$ cat src/rtl/uart_tx_arbiter.sv
// Two-port UART TX arbiter with built-in 8N1 serializer.
// Round-robin per message; the grant is held until a byte flagged 'last' has been sent.
module uart_tx_arbiter #(
  parameter int CLKS_PER_BIT = 234,
  parameter int LOCK_TIMEOUT = 65535
) (
  input  logic       sysclk,
  input  logic       sys_rst,
  input  logic       req0_valid,
  input  logic [7:0] req0_data,
  input  logic       req0_last,
  output logic       req0_ready,
  input  logic       req1_valid,
  input  logic [7:0] req1_data,
  input  logic       req1_last,
  output logic       req1_ready,
  output logic       tx,
  output logic       busy,
  output logic [1:0] grant
);

  localparam int BAUD_W = $clog2(CLKS_PER_BIT);
  localparam logic [BAUD_W-1:0] BAUD_LAST_C = BAUD_W'(CLKS_PER_BIT - 1);
  localparam logic [15:0] TO_LAST_C = 16'(LOCK_TIMEOUT - 1);
  localparam logic TO_EN_C = (LOCK_TIMEOUT != 32'sd0);

  typedef enum logic [1:0] {
    ST_IDLE  = 2'd0,
    ST_START = 2'd1,
    ST_DATA  = 2'd2,
    ST_STOP  = 2'd3
  } state_t;

  state_t            state_r;
  logic              ptr_r;
  logic              locked_r;
  logic              owner_r;
  logic [7:0]        shreg_r;
  logic [2:0]        bit_idx_r;
  logic [BAUD_W-1:0] baud_r;
  logic [15:0]       to_cnt_r;
  logic              tx_r;
  logic              busy_r;
  logic [1:0]        grant_r;

  logic [1:0] valid_s;
  logic       cand_s;
  logic       cand_ok_s;
  logic       sel_s;
  logic       open_s;
  logic       accept_s;
  logic       owner_valid_s;
  logic [7:0] sel_data_s;
  logic       sel_last_s;

  assign valid_s = {req1_valid, req0_valid};
  assign tx      = tx_r;
  assign busy    = busy_r;
  assign grant   = grant_r;

  // Arbitration: pick the candidate port and drive the ready handshakes.
  always_comb begin
    cand_s     = ptr_r;
    cand_ok_s  = 1'b0;
    req0_ready = 1'b0;
    req1_ready = 1'b0;
    if (valid_s[ptr_r]) begin
      cand_s    = ptr_r;
      cand_ok_s = 1'b1;
    end else if (valid_s[~ptr_r]) begin
      cand_s    = ~ptr_r;
      cand_ok_s = 1'b1;
    end else begin
      cand_s    = ptr_r;
      cand_ok_s = 1'b0;
    end
    // A locked owner keeps the line even while its valid is low.
    sel_s  = locked_r ? owner_r : cand_s;
    open_s = (state_r == ST_IDLE) && !sys_rst;
    if (open_s && (locked_r || cand_ok_s)) begin
      req0_ready = ~sel_s;
      req1_ready = sel_s;
    end else begin
      req0_ready = 1'b0;
      req1_ready = 1'b0;
    end
    accept_s      = (req0_ready && req0_valid) || (req1_ready && req1_valid);
    owner_valid_s = owner_r ? req1_valid : req0_valid;
    sel_data_s    = sel_s ? req1_data : req0_data;
    sel_last_s    = sel_s ? req1_last : req0_last;
  end

  // Serializer FSM, lock/timeout bookkeeping and registered outputs.
  always_ff @(posedge sysclk or posedge sys_rst) begin
    if (sys_rst) begin
      state_r   <= ST_IDLE;
      ptr_r     <= 1'b0;
      locked_r  <= 1'b0;
      owner_r   <= 1'b0;
      shreg_r   <= 8'h00;
      bit_idx_r <= 3'd0;
      baud_r    <= '0;
      to_cnt_r  <= 16'd0;
      tx_r      <= 1'b1;
      busy_r    <= 1'b0;
      grant_r   <= 2'b00;
    end else begin
      case (state_r)
        ST_IDLE: begin
          baud_r    <= '0;
          bit_idx_r <= 3'd0;
          if (accept_s) begin
            owner_r  <= sel_s;
            grant_r  <= sel_s ? 2'b10 : 2'b01;
            shreg_r  <= sel_data_s;
            tx_r     <= 1'b0;
            busy_r   <= 1'b1;
            state_r  <= ST_START;
            to_cnt_r <= 16'd0;
            if (sel_last_s) begin
              locked_r <= 1'b0;
              ptr_r    <= ~sel_s;
            end else begin
              locked_r <= 1'b1;
            end
          end else if (locked_r && !owner_valid_s) begin
            if (TO_EN_C && (to_cnt_r == TO_LAST_C)) begin
              locked_r <= 1'b0;
              grant_r  <= 2'b00;
              ptr_r    <= ~owner_r;
              to_cnt_r <= 16'd0;
            end else begin
              to_cnt_r <= to_cnt_r + 16'd1;
            end
          end else if (!locked_r) begin
            to_cnt_r <= 16'd0;
          end else begin
            to_cnt_r <= to_cnt_r;
          end
        end
        ST_START: begin
          if (baud_r == BAUD_LAST_C) begin
            baud_r  <= '0;
            tx_r    <= shreg_r[0];
            state_r <= ST_DATA;
          end else begin
            baud_r <= baud_r + BAUD_W'(1'b1);
          end
        end
        ST_DATA: begin
          if (baud_r == BAUD_LAST_C) begin
            baud_r <= '0;
            if (bit_idx_r == 3'd7) begin
              tx_r    <= 1'b1;
              state_r <= ST_STOP;
            end else begin
              bit_idx_r <= bit_idx_r + 3'd1;
              tx_r      <= shreg_r[1];
              shreg_r   <= {1'b0, shreg_r[7:1]};
            end
          end else begin
            baud_r <= baud_r + BAUD_W'(1'b1);
          end
        end
        ST_STOP: begin
          if (baud_r == BAUD_LAST_C) begin
            baud_r  <= '0;
            state_r <= ST_IDLE;
            busy_r  <= 1'b0;
            if (!locked_r) begin
              grant_r <= 2'b00;
            end else begin
              grant_r <= grant_r;
            end
          end else begin
            baud_r <= baud_r + BAUD_W'(1'b1);
          end
        end
        default: begin
          state_r <= ST_IDLE;
          tx_r    <= 1'b1;
          busy_r  <= 1'b0;
        end
      endcase
    end
  end

endmodule

$ cat config.mk
export PLATFORM = sky130hd
export DESIGN_NAME = uart_tx_arbiter
export DESIGN_NICKNAME = d
export VERILOG_FILES = /design/src/rtl/uart_tx_arbiter.sv
export SDC_FILE = /design/constraint.sdc
export NUM_CORES = 1
export LEC_CHECK = 0
export CAP_MARGIN = 20
export CORE_MARGIN = 2
export CORE_UTILIZATION = 55
export DETAILED_ROUTE_END_ITERATION = 8
export HOLD_SLACK_MARGIN = 0.02
export PLACE_DENSITY_LB_ADDON = 0.08
export SYNTH_ARGS = -nofsm -noshare
export SYNTH_HDL_FRONTEND = slang
export SYNTH_SLANG_ARGS = --single-unit
$ cat constraint.sdc
create_clock -name sysclk -period 3.31 [get_ports sysclk]
set_clock_uncertainty 0.1 [all_clocks]
set_input_delay 0.331 -clock sysclk [delete_from_list [all_inputs] [get_ports sysclk]]
set_output_delay 0.331 -clock sysclk [all_outputs]
set_load 0.02 [all_outputs]
### Word-level counts from Yosys, hierarchy flattened

Index checks and enable logic that the tools add are counted.

| cells by class | value |
|---|---|
| order comparisons | 2 |
| bitwise operators | 3 |
| reductions and logical operators | 26 |
| $add $sub $neg | 3 |
| equal/unequal tests | 17 |
| mux-type cells | 56 |

Operators by type and width:

| kind | count |
|---|---|
| $mux W16 | 4 |
| $mux W8 | 5 |
| $pmux W8 S2 | 2 |
| $mux W1 | 27 |
| $mux W2 | 11 |
| $add A16 B1 Y16 const B | 1 |
| $eq A16 B16 Y1 const B | 1 |
| $ne A2 B2 Y1 const B | 7 |
| $reduce_and A4 Y1 | 3 |
| $reduce_and A5 Y1 | 2 |
| $reduce_and A3 Y1 | 3 |
| $add A8 B1 Y8 const B | 1 |
| $eq A8 B8 Y1 const B | 1 |
| $pmux W2 S4 | 1 |
| $reduce_bool A2 Y1 | 4 |
| $mux W3 | 2 |
| $ne A3 B2 Y1 const B | 2 |
| $pmux W3 S2 | 1 |
| $logic_and A1 B1 Y1 | 5 |
| $eq A2 B2 Y1 const B | 2 |
| $lt A1 B2 Y1 const B | 2 |
| $pmux W2 S2 | 1 |
| $reduce_and A2 Y1 | 2 |
| $add A3 B1 Y3 const B | 1 |
| 12 further kinds | 16 |

| storage, ports and cells | value |
|---|---|
| input bits | 22 |
| register bits after elaboration | 44 |

### Logic depth before layout (Yosys ltp)

| depth | value |
|---|---|
| word-level depth | 12 |
| mapped depth | 8 |
| gate-level depth less buffers | 7 |

### Least setup slack after synthesis

No wires, ideal clock.

| path | value |
|---|---|
| path kind | in2reg |
| start | input port sys_rst |
| end | register shreg_r[0] |
| cell stages on the path | 5 |
| path slack | 818 ps |
| arrival | 2267 ps |
| setup time | 125 ps |
| cells stage by stage | inv_1 -> a31oi_1 -> or2_1 -> buf_6 -> mux2_4 |

| on the way | value |
|---|---|
| longest elaborated chain between the ends | 8 |
| elaborated cells on any way between the ends | 10 |
| classes of those cells | eq/ne: 1; mux: 2; reduce/logical: 7 |

RTL lines:

| element | line | text |
|---|---|---|
| from (decl) | 8 | `input logic sys_rst,` |
| $logic_not A1 Y1 (no source line) (*) | -- |  |
| $logic_and A1 B1 Y1 (*) | 79 | `open_s = (state_r == ST_IDLE) && !sys_rst;` |
| $logic_and A1 B1 Y1 (*) | 80 | `if (open_s && (locked_r \|\| cand_ok_s)) begin` |
| $mux W1 | 80 |  |
| $logic_and A1 B1 Y1 | 87 | `accept_s = (req0_ready && req0_valid) \|\| (req1_ready && req1_valid);` |
| $logic_or A1 B1 Y1 (*) | 87 |  |
| $ne A2 B2 Y1 (no source line) (*) | -- |  |
| $reduce_and A4 Y1 (no source line) (*) | -- |  |
| to (signal assigned) | 115 | `shreg_r <= sel_data_s;` |
| to (signal assigned) | 159 | `shreg_r <= {1'b0, shreg_r[7:1]};` |
| to (decl) | 38 | `logic [7:0] shreg_r;` |

Mark *: on every way between the ends. The rest lies on a longest branch, timed or not.
A chain may end at the register's enable or synchronous reset.

### Final worst setup path

| path | value |
|---|---|
| start | register state_r[0] |
| end | output port req0_ready |

| on the way | value |
|---|---|
| longest elaborated chain between the ends | 4 |

RTL lines:

| element | line | text |
|---|---|---|
| from (decl) | 34 | `state_t state_r;` |
| from (signal assigned) | 96 | `state_r <= ST_IDLE;` |
| from (signal assigned) | 118 | `state_r <= ST_START;` |
| from (signal assigned) | 145 | `state_r <= ST_DATA;` |
| $logic_not A2 Y1 | 79 |  |
| $logic_and A1 B1 Y1 | 79 |  |
| $logic_and A1 B1 Y1 | 80 |  |
| $mux W1 | 80 |  |
| to (decl) | 12 | `output logic req0_ready,` |

Every way passes these cells.

==> summary.md <==
| Metric | Value |
|---|---|
| Status | completed |
| Number of distinct library cells after synthesis | 55 |
| Max-Cap Viols | 0 |
| Clk buf depth | 2 |
| Layout cells sized above 1 | 0.1229 |
| Critical Path Fanout Max | 7 |
| Layout area overhead | 15.65% |
| Cell Pwr Density | 317.0 nW/um^2 |
| Fraction of the mapped netlist area in adder cells | 0.05169 |
| Hold depth | 2 |
| Clock power share | 0.342 |
| VDD IR max | 0.0001988 V |
| Dpl ws | 611.7 ps |
| Setup ws final | 432.3 ps |
| Total GRT Usage | 0.2171 |
| Post-synth EDFFs | 0 |
| Die footprint | 5413 um^2 |
| FF-to-FF path depth | 6 |
| Worst skew pair latency | 300 ps |
| Initial Util | 0.5675 |
| P_sw | 232.9 uW |
| Final core utilization | 0.6563 |
| Hold violation total from the final report | 0 |
| Cells after synthesis | 270 |
| Fmax | 347.5 MHz |
| XOR/XNOR share of the synthesized area | 0.02961 |
| # fillers | 382 |
| Simple-Gate Fraction of Synth Area | 0.1927 |
| Worst-Margin Slew | 915.1 ps |
| DP HPWL | 3685 um |
| Vias in the first global route | 2004 |
| CTS tree | yes |
| Crit Path Category | reg2out |
| DRT Pass-1 Iters | 4 |
| Buffers on Ports | 27 |
| Final Wtd Congestion | 0.8501 |
| Crit end category | primary output |
| CTS root buf | clkbuf_8 |
| Row Count | 25 |
| M3 GR Usage | 0.04801 |
| Routed length per instance | 14.06 um |
| Fin crit share | 0.8694 |
| DRT iter0 DRCs | 151 |
| Hold Path Class | reg2reg |
| CP Data Required Time | 2880 ps |
| Period minus WS final | 2878 ps |
| Seq/Total Area, Yosys | 0.4140 |
| Hold-fix buffers, CTS | 0 |
| Final global-route overflow total | 0 |
| Die Y | 73.58 um |
| Synth top area cells | dfrtp_1 (40%), ha_1 (5.2%), nor2_1 (4.8%) |
| Drt drc | 0 |
| Yosys warns | 0 |
| Setup slack, reg-to-reg | 890 ps |
| DR vias/cell | 5.758 |
| Synth cell count leaders | dfrtp_1 (43), nor2_1 (34), nand2_1 (28) |
| #FFs+latches synth | 44 |
| CTS H-Tree Depth | 2 |
| Largest net degree at the start of global routing | 45 |
| Core box area | 4692 um^2 |
| Most frequent cell after synthesis | dfrtp_1 |
| First-pass GRT wire length | 9128 um |
| Setup_tns | 0 ps |
| Synth Area in Compound Gates | 0.1673 |
| # resized after CTS | 0 |
| Design Area, Final | 3079 um^2 |
| Comb power frac | 0.091 |
| Initial antenna violation count | 0 |
| Post-CTS Setup Repair Bufs | 0 |
| Synth Flop Type | dfrtp_1 |
| Final Max Slew Viols | 0 |
| Leakage | 1.370 nW |
| Reg clk slew, reported paths | 90 ps |
| # diodes | 0 |
| CTS Buf Count | 5 |
| Final cell count without fillers | 355 |
| Mean Syn Cell Area | 9.861 um^2 |
| Final setup viols | 0 |
| Yosys top cell by area | dfrtp_1 |
| Met2 layer usage reported by global route | 0.3413 |
| Largest family of logic cells by synthesized area | simple AND/OR/NAND/NOR gates |
| Placed cell area | 2992 um^2 |
| Routed Wire Length | 4990 um |
| Sw Ratio | 0.2386 |
| Internal Pwr Total | 743.1 uW |
| Routed Antenna Nets | 0 |
| DR vias | 2044 |
| Worst Path Arrival | 2450 ps |
| Layout net count | 333 |
| Num ports | 28 |
| Syn Nets | 303 |
| Post-Synthesis Cell Area | 2663 um^2 |
| Ys async rst share | 1.000 |
| Die width | 73.58 um |
| Slew Limit Headroom | 0.3858 |
| Reg power frac | 0.566 |
| RSZ-0062 raised after global routing | no |
| GRT busiest layer | met2 |
| Placed cells | 347 |
| Multiplexer area fraction after synthesis | 0.1118 |
| # clock sinks | 44 |
| Met1 Track Usage GR | 0.2960 |
| Crit start category | flop |
| Top cell type's share of synthesized area | 0.4041 |
-- area by class of cell --
| class | instances | area, um^2 | area share |
|---|---|---|---|
| clock inverters | 3 | 18.77 | 0.006095 |
| repair buffers | 32 | 307.8 | 0.09996 |
| well taps | 54 | 67.56 | 0.02194 |
| multi-input cells | 206 | 1473 | 0.4783 |
| flip-flops and latches | 44 | 1102 | 0.3580 |
| clock buffers | 5 | 68.82 | 0.02235 |
| inverters | 11 | 41.29 | 0.01341 |
-- cell usage in the layout, fill, tap and decap left out, types with 5 or more instances in the layout --
cell and instances:
a21o_1 7, a22o_1 9, buf_4 5, clkbuf_8 5
clkdlybuf4s50_1 27, dfrtp_1 43, ha_1 11, inv_1 10
mux2_4 7, mux2i_1 12, nand2_1 28, nand3_1 11
nor2_1 34, o21ai_0 21, xor2_1 5
-- critical path: stages (launching register included) --
cell	delay [ps]
dfrtp_1	410
inv_1	130
ha_1	340
inv_1	200
nor2_1	190
o21ai_0	150
nor2_1	120
clkdlybuf4s50_1	610
-- kinds of logic (layout without fill, tap and decap cells) --
kind of cell               count (synthesis)  count (layout)
and+or+nand+nor                          101             101
AOI/OAI and AO/OA                         60              60
DFF                                       44              44
muxes                                     25              25
buffers and inverters                     20              51
adders and majority gates                 11              11
xor gates and xnor gates                   9               9
-- flip-flops by register name, summed over array words and instances (netlist names), 2 cells and up --
name	cells
baud_r	8
bit_idx_r	3
grant	2
shreg_r	8
state_r	2
to_cnt_r	16
-- per-stage QoR --
stage / total power [mW] / hold WS [ps]
after global placement: 0.6523 / 359.0
after CTS: 0.9918 / 397.2
final: 0.9761 / 390.4
after detailed placement: 0.6545 / 371.4
after floorplan: 0.6129 / 345.3
after global routing: 1.026 / 417.7
-- power by group through the flow --
stage	sequential, mW	clock (mW)	combinational (mW)
2_1_floorplan	0.562	0	0.0510
3_3_place_gp	0.563	0	0.0891
3_5_place_dp	0.563	0	0.0913
4_1_cts	0.553	0.348	0.0912
5_1_grt	0.554	0.372	0.0994
6_report	0.553	0.334	0.0892
-- per-layer routing --
layer	vias to the layer above	share of wire
met5	-	0
met4	0	0.016
met1	986	0.48
met2	37	0.47
li1	1015	-
met3	6	0.039
-- final timing paths --
kind | endpoint | start
max in group asynchronous | tx$_DFFE_PP1P_ | sys_rst
min reg2reg | bit_idx_r[2]$_DFFE_PP0P_ | bit_idx_r[2]$_DFFE_PP0P_
max reg2reg | shreg_r[5]$_DFFE_PP0P_ | bit_idx_r[0]$_DFFE_PP0P_
min in group asynchronous | state_r[0]$_DFFE_PP0P_ | sys_rst
min | bit_idx_r[2]$_DFFE_PP0P_ | bit_idx_r[2]$_DFFE_PP0P_
max | req0_ready | state_r[0]$_DFFE_PP0P_
Power figures use the tool's default switching activity.
